**src/rtl/grid_supervisor.sv**
```systemverilog
// grid_supervisor: run controller for a bank of parallel grid solvers.
//   One start request launches every solver together and counts RUN cycles.
//   The run ends on the first success, on exhaustion (every solver done and none
//   succeeded), on an abort, or when the cycle budget runs out. The result is then
//   published with a one-cycle done pulse and held until the next start.
// Ports:
//   clock, reset          single clock; asynchronous active-high reset
//   start                 run request, sampled only in IDLE
//   abort                 cancel the current run, sampled only in RUN
//   solver_start[N]       one-cycle launch pulse to every solver
//   solver_done[N]        per-solver done (pulse or level)
//   solver_success[N]     per-solver result, qualified by the matching done bit
//   busy                  high in LAUNCH, RUN and REPORT
//   done                  one-cycle pulse when a result is published
//   success/timed_out/aborted  held result flags (at most one set)
//   winner                held lowest-index successful solver
//   cycle_count           held RUN cycles elapsed, including the deciding cycle

// Per-solver bookkeeping: remembers whether this solver has reported done during
// the current run and exposes this cycle's success and "finished" terms.
module grid_supervisor_lane (
  input  logic clock,
  input  logic reset,
  input  logic clr,
  input  logic run,
  input  logic sdone,
  input  logic ssucc,
  output logic succ_now,
  output logic fin
);
  logic seen;

  always_ff @(posedge clock or posedge reset) begin
    if (reset)    seen <= 1'b0;
    else if (clr) seen <= 1'b0;
    else if (run) seen <= seen | sdone;
  end

  // A level-held done counts this cycle as well as any earlier pulse.
  assign fin      = seen | sdone;
  assign succ_now = sdone & ssucc;
endmodule

module grid_supervisor #(
  parameter int NUM_SOLVERS = 4,
  parameter int MAX_CYCLES  = 10000,
  parameter int CYCLE_W     = $clog2(MAX_CYCLES + 1),
  parameter int IDX_W       = (NUM_SOLVERS > 1) ? $clog2(NUM_SOLVERS) : 1
) (
  input  logic                   clock,
  input  logic                   reset,
  input  logic                   start,
  input  logic                   abort,
  output logic [NUM_SOLVERS-1:0] solver_start,
  input  logic [NUM_SOLVERS-1:0] solver_done,
  input  logic [NUM_SOLVERS-1:0] solver_success,
  output logic                   busy,
  output logic                   done,
  output logic                   success,
  output logic                   timed_out,
  output logic                   aborted,
  output logic [IDX_W-1:0]       winner,
  output logic [CYCLE_W-1:0]     cycle_count
);
  typedef enum logic [1:0] {IDLE, LAUNCH, RUN, REPORT} state_t;
  state_t state;

  logic [NUM_SOLVERS-1:0] succ_now, fin;
  logic                   clr, run;
  logic [IDX_W-1:0]       win_idx;
  logic [CYCLE_W-1:0]     cnt_nxt;
  logic                   last, decide;

  assign clr = (state == IDLE) && start;
  assign run = (state == RUN);

  for (genvar g = 0; g < NUM_SOLVERS; g++) begin : g_lane
    grid_supervisor_lane u_lane (
      .clock    (clock),
      .reset    (reset),
      .clr      (clr),
      .run      (run),
      .sdone    (solver_done[g]),
      .ssucc    (solver_success[g]),
      .succ_now (succ_now[g]),
      .fin      (fin[g])
    );
  end

  // Lowest set index wins: scan downward so the last hit is the lowest.
  always_comb begin
    win_idx = '0;
    for (int i = NUM_SOLVERS - 1; i >= 0; i--)
      if (succ_now[i]) win_idx = IDX_W'(i);
  end

  // cycle_count holds the cycles already completed, so this RUN cycle is
  // number cycle_count+1; it is the last allowed one when that equals MAX_CYCLES.
  assign cnt_nxt = cycle_count + CYCLE_W'(1);
  assign last    = (cycle_count == CYCLE_W'(MAX_CYCLES - 1));
  assign decide  = (|succ_now) | abort | (&fin) | last;

  always_ff @(posedge clock or posedge reset) begin
    if (reset) begin
      state        <= IDLE;
      solver_start <= '0;
      busy         <= 1'b0;
      done         <= 1'b0;
      success      <= 1'b0;
      timed_out    <= 1'b0;
      aborted      <= 1'b0;
      winner       <= '0;
      cycle_count  <= '0;
    end else begin
      solver_start <= '0;
      done         <= 1'b0;
      case (state)
        IDLE: if (start) begin
          state        <= LAUNCH;
          solver_start <= '1;
          busy         <= 1'b1;
          success      <= 1'b0;
          timed_out    <= 1'b0;
          aborted      <= 1'b0;
          winner       <= '0;
          cycle_count  <= '0;
        end
        LAUNCH: state <= RUN;
        RUN: begin
          cycle_count <= cnt_nxt;
          // Priority: success, abort, exhaustion (no flag), timeout.
          if (|succ_now) begin
            success <= 1'b1;
            winner  <= win_idx;
          end else if (abort) begin
            aborted <= 1'b1;
          end else if (!(&fin) && last) begin
            timed_out <= 1'b1;
          end
          if (decide) begin
            state <= REPORT;
            done  <= 1'b1;
          end
        end
        REPORT: begin
          state <= IDLE;
          busy  <= 1'b0;
        end
        default: state <= IDLE;
      endcase
    end
  end
endmodule

```
**config.mk**
```make
export PLATFORM = sky130hd
export DESIGN_NAME = grid_supervisor
export DESIGN_NICKNAME = d
export VERILOG_FILES = /design/src/rtl/grid_supervisor.sv
export SDC_FILE = /design/constraint.sdc
export NUM_CORES = 1
export LEC_CHECK = 0
export ABC_AREA = 1
export CAP_MARGIN = 15
export CORE_ASPECT_RATIO = 1.5
export CORE_MARGIN = 2
export CORE_UTILIZATION = 40
export CTS_BUF_LIST = sky130_fd_sc_hd__clkbuf_4 sky130_fd_sc_hd__clkbuf_8
export DETAILED_ROUTE_END_ITERATION = 7
export GPL_TIMING_DRIVEN = 0
export PLACE_DENSITY = 0.73
export SLEW_MARGIN = 20
export SYNTH_ARGS = -nofsm -noshare
export SYNTH_HDL_FRONTEND = slang
export SYNTH_SLANG_ARGS = --single-unit
```
**constraint.sdc**
```tcl
create_clock -name clock -period 2.7 [get_ports clock]
set_clock_uncertainty 0.05 [all_clocks]
set_input_delay 0.54 -clock clock [delete_from_list [all_inputs] [get_ports clock]]
set_output_delay 0.54 -clock clock [all_outputs]
set_load 0.03 [all_outputs]
```
==> flow_summary.json <==
{
  "status": "complete, no violations",
  "tns_ps": 0,
  "yosysTopAreaCell": "dfrtp_1",
  "critPathArrivalTime_ps": 1430,
  "multi_input_area_um2": 693.2,
  "p_per_area_nw_per_um2": 834.0,
  "place_congestion": 0.8938,
  "drc_errors": 0,
  "post_drt_wl_per_cell_um": 11.62,
  "fillers": 373,
  "seqPwrFrac": 0.355,
  "hold_viol_final": 0,
  "switching_power_uw": 721.7,
  "setup_viol": 0,
  "regArea_um2": 700.7,
  "ir_drop_mv": 0.4570,
  "crit_chain": "clkdlybuf4s50_1",
  "dp_hpwl_um": 2612,
  "worst_slew_pin_slew_ps": 589.7,
  "p_int_uw": 982.3,
  "cp_slowest_stage_delay_ps": 710,
  "cts_buffers": 3,
  "start_kind": "flop",
  "maxCapViolCount": 0,
  "die_y_um": 81.10,
  "syn-num-nets": 227,
  "nNetsFinal": 268,
  "crit_buf_inv": 1,
  "core_um2": 3889,
  "rows": 28,
  "num_vias": 1445,
  "pwr-share-clk": 0.129,
  "syn_inst": 211,
  "first_iter_violations": 47,
  "cts_resized": 0,
  "die_w_um": 55.40,
  "wirelength_um": 3427,
  "pwr-share-comb": 0.516,
  "yosys_warnings": 0,
  "route.antenna.remaining_nets": 0,
  "ios": 37,
  "ys_seq_area_frac": 0.4420,
  "grt_pass1_vias": 1404,
  "slew_headroom": 0.6063,
  "netlist_area_um2": 1585,
  "drive_gt1_frac": 0.07600,
  "rsz0062_at_grt": "no",
  "synth_seq_cells": 28,
  "end_kind": "primary output",
  "period_needed_ps": 2021,
  "port_buffers": 36,
  "start_util": 0.4077,
  "swShare": 0.4235,
  "dr.pass1.iters": 4,
  "viasPerCell": 4.898,
  "gr-usage-all-layers": 0.1649,
  "cts.sink_count": 28,
  "clk_pin_slew_worst_paths_ps": 90,
  "grt_max_degree": 29,
  "synth.distinct_cells": 23,
  "synth.area.top_cells": "dfrtp_1 44%, nand2_1 12%, inv_1 8.3%",
  "postCtsHoldBufs": 0,
  "grt_pass1_wl_um": 6030,
  "post_cts_buffers": 0,
  "timing.fmax_ghz": 0.4948,
  "area_delta_synth_final_pct": 28.89,
  "antennaDiodeCount": 0,
  "cp_max_fo": 6,
  "cts_root_buf": "clkbuf_8",
  "hp-class": "reg2reg",
  "gr-total-overflow": 0,
  "ff2ff_path_depth": 7,
  "clockBufferDepth": 2,
  "cp_top_family": "buffers and inverters",
  "worstHoldPathCells": 2,
  "ctsHtreeMaxLevel": 1,
  "final_max_slew_viol_count": 0,
  "clock_latency_ps": 270,
  "design.die.area_um2": 4493,
  "timing.hold.ws_ps": 463.0,
  "synth_top_area_frac": 0.4420,
  "avgSynthCellArea_um2": 7.513,
  "grt_antenna_before_repair": 0,
  "worstPathRequired_ps": 2110,
  "cts_tree": "built",
  "critical_path_class": "reg2out",
  "cp_num_cells": 1,
  "p_leak_nw": 0.9649,
  "period_share": 0.7485,
  "cp_slowest_cell": "clkdlybuf4s50_1"
}
path summary, 6_finish.rpt:
kind                             endpoint  slack, ps            from
max                        cycle_count[4]        680  cycle_count[4]
min                                  busy        460            busy
max reg2reg                cycle_count[7]        820        state[0]
min reg2reg                          busy        460            busy
max in group asynchronous  cycle_count[0]       1620           reset
min in group asynchronous       timed_out        600           reset
cells by family after synthesis:
kind of cell	count (synthesis)	synth area share
buf+inv	42	0.1208
simple gates	110	0.3039
fa+ha+maj	4	0.03157
flops	28	0.4420
compound gates	27	0.1018
routing by layer:
metal | GRT usage | vias to the layer above | wire, um
met5 | 0 | - | 0
met1 | 0.1937 | 652 | 1455
met3 | 0.01911 | 6 | 166
met4 | 0.07317 | 0 | 59
li1 | - | 745 | -
met2 | 0.3012 | 42 | 1746
sequential cells by signal (all words and copies together), names as in the netlist:
name,flops
aborted,1
timed_out,1
success,1
solver_start,1
busy,1
winner,2
state,2
cycle_count,14
done,1
g_lane.u_lane.seen,4
per-stage QoR:
stage	util	setup slack (ps)	area [um^2]	power [mW]	instances
floorplan	-	1031	1585	1.219	211
global placement	0.5148	500.1	2002	1.481	292
detailed placement	0.5148	496.0	2002	1.499	292
CTS	0.5254	672.1	2043	1.724	295
global route	0.5254	609.5	2043	1.845	295
finish	0.5254	679.2	2043	1.704	295
layout make-up:
| cell class | count | area share |
|---|---|---|
| inverter | 37 | 0.07165 |
| buffer | 5 | 0.02205 |
| timing repair buffer | 36 | 0.1764 |
| clock buffer | 3 | 0.02021 |
| multi-input combinational | 141 | 0.3393 |
| tap | 45 | 0.02756 |
| sequential | 28 | 0.3429 |
synthesized netlist by cell type:
cell,count
inv_6,1
inv_1,35
inv_4,1
nand2_1,52
ha_1,4
dfrtp_1,28
nor2_4,1
nand2_4,1
nand4_1,8
buf_4,3
o22ai_1,2
a31oi_1,1
nand2_2,1
nor2_2,2
and2_2,1
nor3_1,7
o21ai_4,1
buf_6,2
a21oi_1,13
nand3_1,11
nor2_1,26
a21oi_4,1
o21ai_0,9
cell usage in the layout, fill, tap and decap left out, types with 2 or more instances in the layout:
master	count
nand2_1	52
clkdlybuf4s50_1	36
inv_1	34
dfrtp_1	28
nor2_1	26
a21oi_1	13
nand3_1	11
o21ai_0	9
nand4_1	8
nor3_1	7
ha_1	4
buf_4	3
clkbuf_8	3
buf_6	2
nor2_2	2
o22ai_1	2
power groups by stage:
stage / Combinational [mW] / Sequential, mW / Clock [mW]
CTS: 0.890 / 0.605 / 0.230
global route: 0.980 / 0.621 / 0.244
finish: 0.880 / 0.605 / 0.219
floorplan: 0.484 / 0.735 / 0
detailed placement: 0.885 / 0.614 / 0
global placement: 0.874 / 0.607 / 0
Power figures use the tool's default switching activity.
